File: src/rtl/keypad_pkg.sv
// keypad_pkg
//   Shared definitions for the 4x4 keypad scanner: matrix dimensions, the
//   scanner FSM state encoding and the column-drive helper.
//   No ports (package).
package keypad_pkg;

  localparam int NUM_ROWS = 4;
  localparam int NUM_COLS = 4;
  localparam int NUM_KEYS = NUM_ROWS * NUM_COLS;

  // SCAN   : counting inside a column step
  // SAMPLE : last cycle of a step, rows captured, column advances
  // UPDATE : frame tick, doubles as the first cycle of column 0
  // HOLD   : scanner parked while scan_en is low
  typedef enum logic [1:0] {
    SCAN   = 2'd0,
    SAMPLE = 2'd1,
    UPDATE = 2'd2,
    HOLD   = 2'd3
  } scan_state_t;

  // Active-low one-hot column drive for column index col.
  function automatic logic [NUM_COLS-1:0] col_drive(input logic [1:0] col);
    logic [NUM_COLS-1:0] one;
    one = 1;
    return ~(one << col);
  endfunction

endpackage

File: src/rtl/keypad_debounce.sv
// keypad_debounce
//   Per-key frame-rate debouncer and press-edge detector.
//   Optional build macro: KEYPAD_REPEAT_EN adds auto-repeat pulses while the
//   key stays pressed (REPEAT_DLY frames to the first repeat, then every
//   REPEAT_PER frames). Without it exactly one pulse is produced per press.
//   Ports:
//     clk   - clock, rising edge
//     rstn  - synchronous active-low reset
//     tick  - frame tick, one cycle per completed scan frame
//     raw   - sampled key level for the frame just completed (1 = pressed)
//     level - debounced key level (1 = pressed)
//     pulse - one-cycle pulse in the cycle after the tick that saw a press
module keypad_debounce #(
  parameter int DEB_FRAMES = 4
`ifdef KEYPAD_REPEAT_EN
  ,
  parameter int REPEAT_DLY = 50,
  parameter int REPEAT_PER = 10
`endif
) (
  input  logic clk,
  input  logic rstn,
  input  logic tick,
  input  logic raw,
  output logic level,
  output logic pulse
);

  localparam logic [3:0] DEB_LAST = 4'(DEB_FRAMES - 1);

  logic [3:0] deb_cnt_reg;
  logic       level_reg;
  logic       pulse_reg;
  logic       disagree;
  logic       flip;
  logic       press;

  assign disagree = (raw != level_reg);
  // The counter holds frames already seen in disagreement, so the flip
  // happens on the tick that would bring it to DEB_FRAMES.
  assign flip     = tick && disagree && (deb_cnt_reg == DEB_LAST);
  assign press    = flip && !level_reg;

  always_ff @(posedge clk) begin
    if (!rstn) begin
      deb_cnt_reg <= '0;
      level_reg   <= 1'b0;
    end else if (tick) begin
      if (!disagree) begin
        deb_cnt_reg <= '0;
      end else if (flip) begin
        deb_cnt_reg <= '0;
        level_reg   <= ~level_reg;
      end else begin
        deb_cnt_reg <= deb_cnt_reg + 4'd1;
      end
    end
  end

`ifdef KEYPAD_REPEAT_EN
  logic [15:0] rep_cnt_reg;
  logic        rep_first_reg;
  logic [15:0] rep_target;
  logic        rep_run;
  logic        rep_hit;

  // Repeats only advance while the key is both debounced-pressed and seen
  // pressed this frame, so a release in progress stops them immediately.
  assign rep_run    = tick && level_reg && raw;
  assign rep_target = rep_first_reg ? 16'(REPEAT_DLY) : 16'(REPEAT_PER);
  assign rep_hit    = rep_run && ((rep_cnt_reg + 16'd1) == rep_target);

  always_ff @(posedge clk) begin
    if (!rstn) begin
      rep_cnt_reg   <= '0;
      rep_first_reg <= 1'b1;
    end else if (press) begin
      rep_cnt_reg   <= '0;
      rep_first_reg <= 1'b1;
    end else if (rep_run) begin
      if (rep_hit) begin
        rep_cnt_reg   <= '0;
        rep_first_reg <= 1'b0;
      end else begin
        rep_cnt_reg <= rep_cnt_reg + 16'd1;
      end
    end
  end

  always_ff @(posedge clk) begin
    if (!rstn) pulse_reg <= 1'b0;
    else       pulse_reg <= press | rep_hit;
  end
`else
  always_ff @(posedge clk) begin
    if (!rstn) pulse_reg <= 1'b0;
    else       pulse_reg <= press;
  end
`endif

  assign level = level_reg;
  assign pulse = pulse_reg;

endmodule

File: src/rtl/keypad_scan.sv
// keypad_scan
//   4x4 matrix keypad scanner: drives one column low at a time, samples the
//   synchronized rows at the end of each column step, and debounces every
//   key once per frame (4*SCAN_DIV cycles).
//   Optional build macro: KEYPAD_REPEAT_EN enables auto-repeat pulses.
//   Ports:
//     clk       - clock, rising edge
//     rstn      - synchronous active-low reset
//     scan_en   - high runs the scanner, low parks it with columns released
//     row_in    - matrix rows, asynchronous, active-low
//     col_out   - column drive, active-low one-hot (4'hF when parked)
//     key_state - debounced level per key, index row*4+col, 1 = pressed
//     key_pluse - one-cycle press pulse per key
module keypad_scan
  import keypad_pkg::*;
#(
  parameter int SCAN_DIV   = 1000,
  parameter int DEB_FRAMES = 4,
  parameter int REPEAT_DLY = 50,
  parameter int REPEAT_PER = 10
) (
  input  logic                clk,
  input  logic                rstn,
  input  logic                scan_en,
  input  logic [NUM_ROWS-1:0] row_in,
  output logic [NUM_COLS-1:0] col_out,
  output logic [NUM_KEYS-1:0] key_state,
  output logic [NUM_KEYS-1:0] key_pluse
);

  // An out-of-range configuration keeps the scanner parked in HOLD, which
  // makes the mistake obvious instead of silently mis-scanning.
  localparam bit PARAMS_OK = (SCAN_DIV >= 4) && (SCAN_DIV <= 65535) &&
                             (DEB_FRAMES >= 1) && (DEB_FRAMES <= 15) &&
                             (REPEAT_DLY >= 1) && (REPEAT_PER >= 1);

  // Step counter value in the cycle before SAMPLE.
  localparam logic [15:0] CNT_PRE = 16'(SCAN_DIV - 2);

  logic [NUM_ROWS-1:0] row_meta_reg;
  logic [NUM_ROWS-1:0] row_sync_reg;

  scan_state_t state_reg, state_next;
  logic [15:0] cnt_reg, cnt_next;
  logic [1:0]  col_reg, col_next;

  logic                run;
  logic                sample;
  logic                frame_tick;
  logic [NUM_KEYS-1:0] pulse_vec;

  assign run = scan_en & PARAMS_OK;

  // Two-flop row synchronizer; idles high like the pulled-up rows.
  always_ff @(posedge clk) begin
    if (!rstn) begin
      row_meta_reg <= '1;
      row_sync_reg <= '1;
    end else begin
      row_meta_reg <= row_in;
      row_sync_reg <= row_meta_reg;
    end
  end

  // FSM: state register.
  always_ff @(posedge clk) begin
    if (!rstn) begin
      state_reg <= SCAN;
      cnt_reg   <= '0;
      col_reg   <= '0;
    end else begin
      state_reg <= state_next;
      cnt_reg   <= cnt_next;
      col_reg   <= col_next;
    end
  end

  // FSM: next state. UPDATE is also cycle 0 of column 0, so a frame is
  // exactly 4*SCAN_DIV cycles with no idle gap.
  always_comb begin
    state_next = state_reg;
    cnt_next   = cnt_reg;
    col_next   = col_reg;
    if (!run) begin
      state_next = HOLD;
      cnt_next   = '0;
      col_next   = '0;
    end else begin
      case (state_reg)
        HOLD: begin
          state_next = SCAN;
          cnt_next   = '0;
          col_next   = '0;
        end
        SAMPLE: begin
          cnt_next   = '0;
          col_next   = col_reg + 2'd1;
          state_next = (col_reg == 2'(NUM_COLS - 1)) ? UPDATE : SCAN;
        end
        default: begin
          cnt_next   = cnt_reg + 16'd1;
          state_next = (cnt_reg == CNT_PRE) ? SAMPLE : SCAN;
        end
      endcase
    end
  end

  // FSM: outputs.
  always_comb begin
    col_out    = col_drive(col_reg);
    key_pluse  = pulse_vec;
    sample     = 1'b0;
    frame_tick = 1'b0;
    case (state_reg)
      HOLD: begin
        col_out   = '1;
        key_pluse = '0;
      end
      SAMPLE:  sample     = 1'b1;
      UPDATE:  frame_tick = 1'b1;
      default: ;
    endcase
  end

  generate
    for (genvar gi = 0; gi < NUM_KEYS; gi++) begin : g_key
      localparam int ROW = gi / NUM_COLS;
      localparam int COL = gi % NUM_COLS;

      logic raw_reg;

      // Captured on the last cycle of this key's column step.
      always_ff @(posedge clk) begin
        if (!rstn) begin
          raw_reg <= 1'b0;
        end else if (sample && (col_reg == 2'(COL))) begin
          raw_reg <= ~row_sync_reg[ROW];
        end
      end

      keypad_debounce #(
        .DEB_FRAMES (DEB_FRAMES)
`ifdef KEYPAD_REPEAT_EN
        ,
        .REPEAT_DLY (REPEAT_DLY),
        .REPEAT_PER (REPEAT_PER)
`endif
      ) u_deb (
        .clk   (clk),
        .rstn  (rstn),
        .tick  (frame_tick),
        .raw   (raw_reg),
        .level (key_state[gi]),
        .pulse (pulse_vec[gi])
      );
    end
  endgenerate

endmodule

File: config.mk
export PLATFORM = sky130hd
export DESIGN_NAME = keypad_scan
export DESIGN_NICKNAME = d
export VERILOG_FILES = /design/src/rtl/keypad_pkg.sv /design/src/rtl/keypad_debounce.sv /design/src/rtl/keypad_scan.sv
export SDC_FILE = /design/constraint.sdc
export NUM_CORES = 1
export LEC_CHECK = 0
export ABC_AREA = 1
export CORE_ASPECT_RATIO = 0.5
export CORE_MARGIN = 4
export CORE_UTILIZATION = 53
export CTS_CLUSTER_SIZE = 24
export DETAILED_ROUTE_END_ITERATION = 7
export GPL_TIMING_DRIVEN = 0
export PLACE_DENSITY = 0.75
export SLEW_MARGIN = 25
export SYNTH_ARGS = -nofsm -noshare
export SYNTH_HDL_FRONTEND = slang
export SYNTH_SLANG_ARGS = --single-unit
File: constraint.sdc
create_clock -name clk -period 1.4 [get_ports clk]
set_clock_uncertainty 0.15 [all_clocks]
set_input_delay 0.21 -clock clk [delete_from_list [all_inputs] [get_ports clk]]
set_output_delay 0.21 -clock clk [all_outputs]
set_load 0.005 [all_outputs]
Word-level counts from Yosys, hierarchy flattened
Index checks and enable logic that the tools add are counted.
Widths: inputs -> output; s select.

word-level totals
  bits of input ports = 7
  flip-flop bits (word level) = 140
  word-level logic and storage cells = 279
  output and inout port bits = 36

cells by class
  shift-type cells = 1
  bitwise gates (word level) = 23
  add/subtract/negate cells = 18
  mux-type cells = 41
  equal/unequal tests = 39
  reductions and logical operators = 88

operators with widths
  cell                   count
  $mux 4                 33
  $add 4x1->4 const B    16
  $eq 4x2->1 const B     16
  $logic_and 1x1->1      52
  $reduce_and 3->1       16
  $not 1->1              22
  $add 16x1->16 const B  1
  $eq 16x10->1 const B   1
  $logic_not 1->1        16
  $mux 16                1
  $ne 1x1->1             16
  $eq 2x2->1 const B     4
  $pmux 2 s2             2
  $eq 2x1->1 const B     2
  $mux 2                 2
  $not 4->4              1
  $reduce_or 4->1        1
  $shl 1x2->4 const A    1
  $mux 1                 3
  $add 2x1->2 const B    1
  $logic_not 2->1        1
  $reduce_and 2->1       1
  $reduce_bool 2->1      1

Logic depth before layout (Yosys ltp)
  word-level depth = 6
  gate-level depth with buffers = 8
  depth with buffers taken out = 8

Hierarchy
Synthesis repeated with hierarchy kept, for this count alone.

unflattened totals
  cell total of the unflattened synthesis = 917
  area, all modules = 6,695.2 µm²

by module, submodules not included
  module           cells each  area an instance (µm²)  instances  sequential area each (µm²)
  keypad_debounce  40          294.0                   16         120.1
  keypad_scan      277         1,990.7                 1          880.8

Worst setup path after synthesis
OpenSTA, ideal clock, no wires.

  kind = flip-flop to flip-flop
  start point = reg cnt_reg[0]
  end point = reg cnt_reg[8]
  data arrival time = 1,214 ps
  cell stages (with the launch flop) = 7
  data required time = 1,180 ps
  clock period less this slack = 1,434 ps
  path slack = -34 ps
  path buffers = 0
  setup time = 70 ps
  cell sequence = dfxtp_1 -> ha_1 -> nand2_1 -> nor2_1 -> nand2_1 -> or2_2 -> a21oi_1

between the ends
  word-level cells in the longest chain between the ends = 1

RTL lines
  what                    line                source
  start, declared         keypad_scan.sv:44   logic [15:0] cnt_reg, cnt_next;
  start signal, assigned  keypad_scan.sv:73   cnt_reg <= cnt_next;
  $add 16x1->16           keypad_scan.sv:101  cnt_next = cnt_reg + 16'd1;

No other way between the ends.
A chain may end at the register's enable or synchronous reset.

Final worst setup path
  start point = reg state_reg[0]
  end point = out key_pluse[11]

between the ends
  word-level cells in the longest chain between the ends = 2

RTL lines
  what                    line                source
  start, declared         keypad_scan.sv:43   scan_state_t state_reg, state_next;
  start signal, assigned  keypad_scan.sv:72   state_reg <= state_next;
  $eq 2x2->1              keypad_scan.sv:114  case (state_reg)
  $mux 16                 keypad_scan.sv:114
  end, declared           keypad_scan.sv:28   output logic [NUM_KEYS-1:0] key_pluse

No other way between the ends.

==> run metrics <==
# DRC 11; failing checks DRC, setup timing; final hold violation count 0; FMAX 0.486 GHz; worst setup margin -0.659 ns; fin nets 1132; MaxCap Viol Count 0; routed via count 7992; remaining global-route overflow 0; Clk Latency, worst-skew pair 0.44 ns; CTS sink count 140; Placed Area 7290 um^2; crit path time final 2.06 ns; die height 87.3 um; CTS clock-pin slew for the worst setup and hold paths 0.06 ns; Fin Hold WS 0.111 ns; Iteration-0 DRC Markers 1123; CP Class reg -> out; number of flip-flops in the largest register 64; vias in the first global route 6726; Initial DRT Pass Iterations 8; Mapped Area 6660 um^2; n_diodes 0; largest net degree at the start of global routing 17; maximum root-to-sink buffer count 2; CP Launch Type flop; io pins 43; Final Max Tran Viols 0; reg2reg end g_key[11].u_deb.level$_SDFFE_PN0P_; r2r setup slk -0.54 ns; Tot Pwr 9.82 mW; #FFs+latches synth 140; estimated wirelength of the detail-placed design 10.8 mm; Slew headroom 37.2%; routed length per instance 22.2 um; commonest non-fill, non-tap cell in the layout nand2_1; Syn. warnings 0; Num CTS Buffers 17; VDD IR-drop max 1020 uV; PwrDens 961 nW/um^2; Leak 4.23 nW; Syn Area/Cell 6.98 um^2; H-tree Lvls 4; Hold Crit Start rstn; full die area 14500 um^2; status finished, violations left; Worst Tran Pin Value 0.942 ns; reg2reg start state_reg[0]$_SDFF_PN0_; FP Rows 28; Crit path buffers/inverters 5; layout cells sized above 1 42.2%; setup TNS -55.56 ns; initial antenna violation count 1; CTS tree yes; Post-Place Setup Slack -0.859 ns; WP data required 1.04 ns; post-route ant nets 0; commonest cells after routing, fill and taps aside nand2_1, inv_1, dfxtp_1; core footprint 12100 um^2; sequential share of the synthesized area 42.1%; placed cell count 1161; fin util 84.8%; Post-Layout Cell Count 1280; R2R depth 9; crit-path max FO 3; overall global routing resource usage 27.9%; Yosys cell types 29; GP Congestion 0.832; hold buffers post-CTS 0; Synthesized Nets 984; Hold Path Stages 3; CP delay by family, top buffers and inverters; Hold EP g_key[4].u_deb.pulse$_SDFF_PN0_; Worst Path Arrival 1.70 ns; via/cell ratio 6.24; hold crit path type in -> reg; Die X 167 um; Initial Util 55.3%; RSZ-0062 raised after global routing yes; Tcrit/Tclk final 147%; Worst setup EP type output port; drt total wl 28.4 mm; fin area 10200 um^2; Syn-to-layout area delta 53.4%; first-pass GRT wire length 32.6 mm; CP Cell Sequence nand2_4 -> clkinvlp_4 -> buf_12 -> clkbuf_8 -> buf_6 -> nor2_2 -> buf_2; final setup violation count 152; Root Driver clkbuf_16; Worst path max stage delay 0.37 ns; critical path's slowest cell dfxtp_4; Synth Instances 955; IO buf count 41
[synthesized netlist by cell type]
library cell / n / area share [%]
dfxtp_1: 140 / 42
o21ai_0: 30 / 2.3
nand4_1: 27 / 2.5
nor2_2: 3 / 0.28
nor3_1: 12 / 0.90
nor3b_1: 1 / 0.11
ha_1: 22 / 4.1
o22ai_1: 1 / 0.094
a211oi_1: 1 / 0.11
xor2_1: 11 / 1.4
nand3_2: 3 / 0.45
inv_4: 1 / 0.094
or2_2: 12 / 1.1
nor2_1: 105 / 5.9
buf_2: 3 / 0.23
buf_6: 1 / 0.17
nor2_4: 2 / 0.34
nand2_1: 253 / 14
buf_1: 1 / 0.056
o21bai_1: 1 / 0.11
nor2_8: 3 / 0.90
buf_4: 21 / 2.4
inv_1: 124 / 7.0
clkinv_1: 1 / 0.056
clkbuf_1: 13 / 0.73
o21a_1: 1 / 0.11
o21ai_1: 5 / 0.38
nand3_1: 65 / 4.9
a21oi_1: 92 / 6.9
[worst register-to-register path, delay by kind of cell (launching register included)]
kind	cells	cell delay (ns)
flops	1	0.37
simple gates	3	0.52
buf+inv	5	0.68
compound gates	1	0.15
[routing by layer]
layer | GRT usage [%] | wire length (um)
met1 | 32.2 | 9890
met2 | 50.0 | 13100
met3 | 7.62 | 3110
met4 | 11.6 | 2380
met5 | 0 | 12
[kinds of logic after synthesis]
group	after synthesis	share of synthesized area, %
AND/OR/NAND/NOR	486	31.7
buffers and inverters	165	10.7
flip-flops	140	42.1
AO/OA/AOI/OAI	131	9.97
adder cells (fa/ha/maj)	22	4.13
XOR/XNOR	11	1.45
[worst max path at each step]
stage | from | to | slack [ns] | cells after the start
after floorplan | cnt_reg[0]$_SDFF_PP0_ | cnt_reg[8]$_SDFF_PP0_ | 0.008 | 6
after global placement | state_reg[0]$_SDFF_PN0_ | key_pluse[13] | -0.85 | 5
after detailed placement | state_reg[0]$_SDFF_PN0_ | key_pluse[12] | -0.86 | 5
after CTS | state_reg[1]$_SDFF_PN0_ | key_pluse[13] | -0.54 | 7
after global routing | state_reg[0]$_SDFF_PN0_ | key_pluse[15] | -0.70 | 7
final | state_reg[0]$_SDFF_PN0_ | key_pluse[11] | -0.66 | 7
[repair_timing]
item	in CTS	in global routing
resized for setup	328	284
cloned	9	1
endpoints found under the setup margin	163	146
pin swaps	45	64
buffers inserted	48	35
[power by group]
group,internal (mW),switching [mW]
sequential,4.01,0.0292
clock,3.03,1.92
combinational,0.349,0.490
[area by class of cell]
| type | count | area [um^2] |
|---|---|---|
| inverter | 126 | 503 |
| fill | 517 | 1830 |
| clock inverter | 10 | 166 |
| buffer | 38 | 350 |
| tap | 165 | 206 |
| timing repair buffer | 130 | 1290 |
| clock buffer | 21 | 450 |
| sequential | 140 | 2840 |
| multi-input combinational | 650 | 4410 |
No activity file was read; power rests on OpenSTA's default activity.
